==> src/rtl/aib_mac_prbs_cnt.sv <==
// aib_mac_prbs_cnt: saturating up-counter with synchronous clear that wins over increment
module aib_mac_prbs_cnt #(
  parameter int WIDTH = 16
) (
  input  logic             clk,
  input  logic             rst_n,
  input  logic             clr,
  input  logic             inc,
  output logic [WIDTH-1:0] cnt
);
  always_ff @(posedge clk or negedge rst_n)
    if (!rst_n) cnt <= '0;
    else if (clr) cnt <= '0;
    else if (inc && !(&cnt)) cnt <= cnt + 1'b1;
endmodule

==> config.mk <==
export PLATFORM = sky130hd
export DESIGN_NAME = aib_mac_prbs_cnt
export DESIGN_NICKNAME = d
export VERILOG_FILES = /design/src/rtl/aib_mac_prbs_cnt.sv
export SDC_FILE = /design/constraint.sdc
export NUM_CORES = 1
export LEC_CHECK = 0
export ABC_AREA = 1
export CORE_ASPECT_RATIO = 1.1
export CORE_MARGIN = 2
export CORE_UTILIZATION = 50
export DETAILED_ROUTE_END_ITERATION = 8
export PLACE_DENSITY_LB_ADDON = 0.05
export RECOVER_POWER = 50
export SKIP_LAST_GASP = 1
export SLEW_MARGIN = 30
export SYNTH_ARGS = -nofsm -noshare
export SYNTH_HDL_FRONTEND = slang
export SYNTH_SLANG_ARGS = --single-unit
export TNS_END_PERCENT = 20
==> constraint.sdc <==
create_clock -name clk -period 3.87 [get_ports clk]
set_clock_uncertainty 0.1 [all_clocks]
set_input_delay 0.9675 -clock clk [delete_from_list [all_inputs] [get_ports clk]]
set_output_delay 0.9675 -clock clk [all_outputs]
set_load 0.02 [all_outputs]
==> results of run 1 <==
[cell families after synthesis]
family	after synthesis
AND/OR/NAND/NOR	101
flip-flops	16
buffers and inverters	15
AO/OA/AOI/OAI	10
XOR/XNOR	3
adder cells (fa/ha/maj)	1
[layout make-up]
| cell class | instances | area [um^2] | area share, % |
|---|---|---|---|
| flip-flops and latches | 16 | 400 | 32.0 |
| well taps | 28 | 35.0 | 2.80 |
| multi-input cells | 115 | 539 | 43.1 |
| clock buffers | 4 | 36.3 | 2.90 |
| repair buffers | 19 | 190 | 15.2 |
| inverters | 13 | 48.8 | 3.90 |
[stage by stage]
step | cells | power [mW] | worst slack, ps | util, %
after CTS | 195 | 0.312 | 1400 | 64.1
final | 195 | 0.304 | 1280 | 63.9
after global placement | 191 | 0.200 | 1430 | 62.2
after floorplan | 146 | 0.187 | 2090 | -
after detailed placement | 191 | 0.200 | 1410 | 62.2
after global routing | 195 | 0.323 | 1070 | 63.9
[power groups by stage]
stage	combinational (mW)	clock (mW)	sequential (mW)
2_1_floorplan	0.0114	0	0.176
3_3_place_gp	0.0257	0	0.174
3_5_place_dp	0.0257	0	0.174
4_1_cts	0.0258	0.115	0.171
5_1_grt	0.0276	0.124	0.171
6_report	0.0243	0.109	0.171
[worst max path at each step]
stage,start,to,slack (ps),cells after the start
3_5_place_dp,clr,cnt[15],1410,6
6_report,clr,cnt[15],1280,6
4_1_cts,cnt[6],cnt[6],1400,1
2_1_floorplan,inc,cnt[9],2090,6
3_3_place_gp,inc,cnt[13],1430,8
5_1_grt,clr,cnt[15],1070,6
[worst max-delay path: cells and delay by family]
| kind | cells | cell delay [ps] |
|---|---|---|
| compound gates | 1 | 310 |
| simple gates | 2 | 160 |
| buf+inv | 3 | 1270 |
[layer usage]
layer / track usage [%] / vias up / wire, um
met5: 0 / - / 0
met4: 9.72 / 0 / 17
met3: 3.18 / 2 / 83
met2: 30.1 / 19 / 990
met1: 30.8 / 432 / 1040
li1: - / 507 / -
[layout by cell type, fill, tap and decap left out, types with 5 or more instances in the layout]
cell	instances
nand3_1	13
inv_1	11
nand4_1	5
clkdlybuf4s50_1	16
dfrtp_1	16
a21oi_1	5
nor2_1	21
nand2_1	52
==> reports/qor.yml, run 1 <==
cells_and_area:
  reg.largest.list: "cnt: 16 flops"
  largest_reg_flops: 16
  syn2layout_area_growth_pct: 24.1
  n_fill_cell: 178
  nNetsFinal: 173
  final_area_um2: 1250
  diodes: 0
  drive_above_1_share_pct: 6.59
  regMostFlops: "cnt"
outcome:
  outcome: "finished clean"
sta:
  setup_viol: 0
  slew_headroom_pct: 51.1
  holdWs_ps: 441
  hold_violations: 0
  tightest_slew_ps: 731
  fin_crit_ps: 2590
  grt_setup_unrepaired: "no"
  fmax_mhz: 387
  slew_viol_final: 0
  fin_setup_tns_ps: 0
  fin_crit_sh_pct: 66.8
logic_synthesis:
  yosysTopAreaCellShare_pct: 39.8
  synth.avg_cell_area_um2: 6.90
  synthAdderAreaFrac_pct: 1.24
  yosys_warnings: 0
  synthSimpleGateAreaFrac_pct: 44.5
  synth_nets: 151
  synth-xor-area-share_pct: 2.61
  ys_seq_elements: 16
  synth_mux_area_share_pct: 0
  synth_area_um2: 1010
  yosysSeqAreaShare_pct: 39.8
  netlist_top_cells_area: "dfrtp_1 40%, nand2_1 19%, nor2_1 7.8%, nand3_1 6.5%, inv_1 3.7%"
  synth_edf_count: 0
  yosysUniqueCellTypes: 22
  synth_compound_area_share_pct: 5.59
  yosys.area.top_type: "dfrtp_1"
  synth_top_family_by_area: "simple AND/OR/NAND/NOR gates"
  netlist_top_cells_count: "52 x nand2_1, 21 x nor2_1, 16 x dfrtp_1, 13 x nand3_1, 10 x inv_1"
  async_flop_share_pct: 100
  synthFlopType: "dfrtp_1"
  synth_cells: 146
  yosysMostFrequentCell: "nand2_1"
placed_design:
  post-dp-hpwl_mm: 1.58
  gp_congestion: 0.891
  port_buffers: 19
  postPlaceCellArea_um2: 1220
pwr:
  p_int_mw: 0.234
  comb_power_share_pct: 8.0
  p_sw_mw: 0.0705
  power_density_nw_per_um2: 244
  power_frac_clock_pct: 35.9
  vdd_ir_drop_max_v: 0.000188
  total_leakage_power_nw: 0.536
  seqPwrFrac_pct: 56.1
  switching_share_pct: 23.1
global_route:
  grt_max_degree: 17
  grt_pass1_vias: 876
  track_usage_pct: 21.1
  grt_pass1_wl_mm: 3.69
  overflow: 0
  antenna_found_initial: 0
detailed_routing:
  vias_per_cell: 4.92
  wl_per_cell_um: 10.9
  drt_iter0_drc: 18
  dr.pass1.iters: 4
  finalWirelength_mm: 2.13
  drcViolationCount: 0
  vias: 960
  ant_nets: 0
floorplan:
  rows: 17
  start_util_pct: 51.5
  dieArea_um2: 2390
  die_h_um: 51.1
  core_um2: 1960
  ios: 20
  die_x_um: 46.8
critical_path:
  rrSetupSlack_ps: 1790
  slowest_stage: "dlygate4sd3_1"
  r2r_start: "cnt[0]"
  crit_required_ps: 4000
  crit_path_start_kind: "input port"
  crit_arrival_ps: 2710
  endpoint_kind: "flop"
  rr_endpoint: "cnt[15]"
  rr_worst_depth: 9
  critPathKind: "input port to flop"
  crit_fanout: 14
  crit_chain: "dlygate4sd3_1 -> inv_1 -> o21ai_0 -> inv_1 -> nand2_1 -> nand2_1"
  cpPeakStageDelay_ps: 590
min_path:
  min_path_type: "flop to flop"
  hold_end: "cnt[1]"
  holdCritStartpoint: "cnt[1]"
  holdPathStages: 2
clock_tree:
  cts_tree: "yes"
  clk_pin_slew_ps: 90
  post_cts_buffers: 0
  cts.sinks: 16
  root_buffer: "clkbuf_4"
  cts_buffers: 3
  clock_path_buffers: 2
  cts_hold_buf: 0
  cts.repair.resized: 0
  clk_latency_ps: 280
  h-tree-depth: 1
flow_run:
  max_cap_viol_count: 0
No activity file was read; power rests on OpenSTA's default activity.
==> inputs of run 2 (changes only) <==
==> constraint.sdc (replaced) <==
create_clock -name clk -period 2.67 [get_ports clk]
set_clock_uncertainty 0.1 [all_clocks]
set_input_delay 0.6675 -clock clk [delete_from_list [all_inputs] [get_ports clk]]
set_output_delay 0.6675 -clock clk [all_outputs]
set_load 0.02 [all_outputs]
==> run 2 against run 1 <==
Compared with the run above:
- largest cell class unchanged
- combinational power increased by 59%
- final cell count unchanged
- critical endpoint is now cnt[6]
- critical path type is now flop to output pin
- highest routed layer unchanged
- worst hold slack improved by 3.3 ps
- core utilization decreased by 1.2 points
- critical path depth decreased by 5
==> reports/qor.yml, run 2 (synthesized netlist as in run 1, its figures left out) <==
placed_design:
  placedCellCount: 192
  port_buffers: 19
  gp_congestion: 0.865
  post-dp-hpwl_mm: 1.70
detailed_routing:
  ant_nets: 0
  drt_iter0_drc: 20
  wl_per_cell_um: 11.6
  finalWirelength_mm: 2.27
  dr.pass1.iters: 4
  vias: 995
  drcViolationCount: 0
  vias_per_cell: 5.10
sta:
  hold_violations: 0
  grt_setup_unrepaired: "no"
  slew_headroom_pct: 52.3
  setup_viol: 0
  slew_viol_final: 0
  fin_crit_sh_pct: 80.4
  tightest_slew_ps: 714
  fmax_mhz: 466
  fin_setup_tns_ps: 0
  fin_crit_ps: 2150
clock_tree:
  root_buffer: "clkbuf_4"
  cts_buffers: 3
  cts_tree: "yes"
  cts.repair.resized: 0
  clock_path_buffers: 2
  clk_latency_ps: 280
  cts.sinks: 16
  clk_pin_slew_ps: 90
  h-tree-depth: 1
  cts_hold_buf: 0
  post_cts_buffers: 0
cells_and_area:
  layout_common_cells: "53 x nand2_1, 24 x nor2_1, 18 x clkdlybuf4s50_1"
  diodes: 0
  nNetsFinal: 174
  drive_above_1_share_pct: 4.79
  regMostFlops: "cnt"
  largest_reg_flops: 16
  reg.largest.list: "cnt: 16 flops"
  syn2layout_area_growth_pct: 21.9
  instances_no_fill: 195
  final_common_cell: "nand2_1"
min_path:
  min_path_type: "flop to flop"
  holdCritStartpoint: "cnt[1]"
critical_path:
  slowest_stage: "clkdlybuf4s50_1"
  critPathKind: "flop to output pin"
  crit_family: "buffers and inverters"
  crit_required_ps: 1900
  crit_path_start_kind: "flop"
  cp-startpoint: "cnt[6]"
  crit_arrival_ps: 1380
  crit_fanout: 5
  r2r_start: "cnt[1]"
  crit_chain: "clkdlybuf4s50_1"
  path_buf_inv: 1
  cpPeakStageDelay_ps: 640
  endpoint_kind: "output pin"
pwr:
  total_leakage_power_nw: 0.533
  vdd_ir_drop_max_v: 0.000293
  power_density_nw_per_um2: 335
outcome:
  outcome: "finished clean"
global_route:
  overflow: 0
  grt_max_degree: 17
  grt_pass1_wl_mm: 3.88
  track_usage_pct: 22.0
  antenna_found_initial: 0
  grt_pass1_vias: 914
floorplan:
  start_util_pct: 51.5
  rows: 17
  die_x_um: 46.8
  ios: 20
  core_um2: 1960
  dieArea_um2: 2390
  die_h_um: 51.1
flow_run:
  max_cap_viol_count: 0
run 2: cell types whose count changed in the layout (fill, tap and decap cells not counted):
cell,change
nand2_1,+1
buf_4,+1
dlygate4sd3_1,-2
nand2_2,-1
o21ai_2,+1
clkdlybuf4s50_1,+2
nor2_1,+3
nor2_4,-2
clkbuf_8,-1
nor2_2,-1
o21ai_0,-1
run 2: cell type report:
type | instances | area [um^2]
sequential | 16 | 400
fill | 193 | 729
inverter | 13 | 48.8
clock buffer | 3 | 22.5
multi-input combinational | 115 | 523
tap | 28 | 35.0
timing repair buffer | 20 | 198
run 2: path summary, 6_finish.rpt:
path | to | slack (ps) | cells past startpoint
setup / recovery | cnt[6] | 520 | 1
hold / removal | cnt[1] | 440 | 2
setup reg to reg | cnt[15] | 660 | 9
hold reg to reg | cnt[1] | 440 | 2
max in group asynchronous | cnt[11] | 1250 | 1
min in group asynchronous | cnt[3] | 770 | 1
run 2: routing by layer:
layer	wire length, um	share of wire, %	vias to the layer above	GRT usage [%]
met5	0	0	-	0
met2	1070	47	24	34.5
li1	-	-	511	-
met1	1090	48	458	30.3
met3	89	3.9	2	3.89
met4	14	0.62	0	6.94
run 2: power breakdown:
group	switching (mW)	internal, mW
combinational	0.0253	0.0134
sequential	0.00268	0.245
clock	0.0727	0.0524
total	0.101	0.310
run 2: through the flow:
stage | hold slack [ps] | total power, mW | instance area [um^2] | worst slack, ps | util [%]
2_1_floorplan | 272 | 0.272 | 1010 | 970 | -
3_3_place_gp | 415 | 0.291 | 1220 | 573 | 62.6
3_5_place_dp | 427 | 0.292 | 1220 | 540 | 62.6
4_1_cts | 449 | 0.418 | 1250 | 500 | 63.7
5_1_grt | 496 | 0.435 | 1230 | 442 | 62.7
6_report | 445 | 0.411 | 1230 | 524 | 62.7
==> inputs of run 3 (changes only) <==
==> constraint.sdc (replaced) <==
create_clock -name clk -period 2.15 [get_ports clk]
set_clock_uncertainty 0.1 [all_clocks]
set_input_delay 0.5375 -clock clk [delete_from_list [all_inputs] [get_ports clk]]
set_output_delay 0.5375 -clock clk [all_outputs]
set_load 0.02 [all_outputs]
==> run 3 against run 2 <==
Compared with the run above:
- first-iteration DRC count is 55% lower
- core utilization is 0.83 points higher
- power up 26%
- combinational power rose by 25%
- critical endpoint is now cnt[10]
- highest routed layer unchanged
==> reports/qor.yml, run 3 (synthesized netlist as in run 1, its figures left out) <==
outcome:
  outcome: "finished clean"
detailed_routing:
  dr.pass1.iters: 4
  vias: 995
  wl_per_cell_um: 12.2
  ant_nets: 0
  drt_iter0_drc: 9
  vias_per_cell: 5.08
  finalWirelength_mm: 2.40
  drcViolationCount: 0
sta:
  grt_setup_unrepaired: "no"
  hold_violations: 0
  worst_slack_ps: 124
  holdWs_ps: 444
  fin_crit_ps: 2030
  slew_headroom_pct: 40.0
  fin_crit_sh_pct: 94.2
  setup_viol: 0
  slew_viol_final: 0
  tightest_slew_ps: 900
  fmax_mhz: 494
  fin_setup_tns_ps: 0
critical_path:
  path_buf_inv: 1
  r2r_start: "cnt[0]"
  rr_worst_depth: 8
  rrSetupSlack_ps: 250
  crit_chain: "clkdlybuf4s50_1"
  cpPeakStageDelay_ps: 640
  endpoint_kind: "output pin"
  crit_family: "buffers and inverters"
  crit_fanout: 7
  crit_path_start_kind: "flop"
  critPathKind: "flop to output pin"
  slowest_stage: "clkdlybuf4s50_1"
  rr_endpoint: "cnt[13]"
  crit_required_ps: 1510
  crit_arrival_ps: 1390
cells_and_area:
  final_common_cell: "nand2_1"
  syn2layout_area_growth_pct: 23.5
  nNetsFinal: 175
  n_fill_cell: 202
  regMostFlops: "cnt"
  fin_util_pct: 63.6
  diodes: 0
  instances_no_fill: 196
  multi_input_area_um2: 536
  drive_above_1_share_pct: 7.14
  largest_reg_flops: 16
  final_area_um2: 1240
  layout_common_cells: "52 x nand2_1, 22 x nor2_1, 18 x clkdlybuf4s50_1"
  reg.largest.list: "cnt: 16 flops"
  seq_area_um2: 400
placed_design:
  postPlaceCellArea_um2: 1230
  placedCellCount: 193
  port_buffers: 19
  dp_slack_ps: 127
  post-dp-hpwl_mm: 1.75
  gp_congestion: 0.912
clock_tree:
  clock_path_buffers: 2
  h-tree-depth: 1
  cts_hold_buf: 0
  cts.repair.resized: 0
  cts_buffers: 3
  root_buffer: "clkbuf_4"
  cts_tree: "yes"
  clk_pin_slew_ps: 100
  clk_latency_ps: 290
  cts.sinks: 16
  post_cts_buffers: 0
global_route:
  antenna_found_initial: 0
  overflow: 0
  grt_pass1_wl_mm: 4.02
  grt_pass1_vias: 964
  grt_max_degree: 17
  track_usage_pct: 23.2
floorplan:
  core_um2: 1960
  dieArea_um2: 2390
  die_h_um: 51.1
  start_util_pct: 51.5
  die_x_um: 46.8
  ios: 20
  rows: 17
min_path:
  holdPathStages: 2
  holdCritStartpoint: "cnt[1]"
  hold_end: "cnt[1]"
  min_path_type: "flop to flop"
pwr:
  power_density_nw_per_um2: 417
  vdd_ir_drop_max_v: 0.000348
  total_leakage_power_nw: 0.534
  power_mw: 0.519
flow_run:
  max_cap_viol_count: 0
[run 3: worst max path at each step]
| stage | startpoint | endpoint | slack [ps] | cells past startpoint |
|---|---|---|---|---|
| after floorplan | cnt[0] | cnt[9] | 450 | 10 |
| after global placement | inc | cnt[15] | 200 | 6 |
| after detailed placement | inc | cnt[5] | 130 | 6 |
| after CTS | cnt[5] | cnt[5] | 120 | 1 |
| after global routing | cnt[8] | cnt[8] | 70 | 1 |
| final | cnt[10] | cnt[10] | 120 | 1 |
[run 3: metal layers]
layer	wire (um)	up-vias	share of wire, %	global-route usage [%]
li1	-	512	-	-
met1	1140	458	48	30.4
met2	1140	18	47	36.8
met3	66	7	2.8	4.24
met4	54	0	2.3	9.72
met5	0	-	0	0
[run 3: layout make-up]
class / instances / share of cell area, %
multi-input combinational: 115 / 43.1
sequential: 16 / 32.2
inverter: 13 / 3.92
timing repair buffer: 21 / 16.2
clock buffer: 3 / 1.81
tap: 28 / 2.82
[run 3: power breakdown]
group | leakage (nW) | switching [mW] | internal, mW
clock | 0.0138 | 0.0976 | 0.0652
combinational | 0.298 | 0.0314 | 0.0171
sequential | 0.222 | 0.00354 | 0.304
total | 0.534 | 0.133 | 0.386
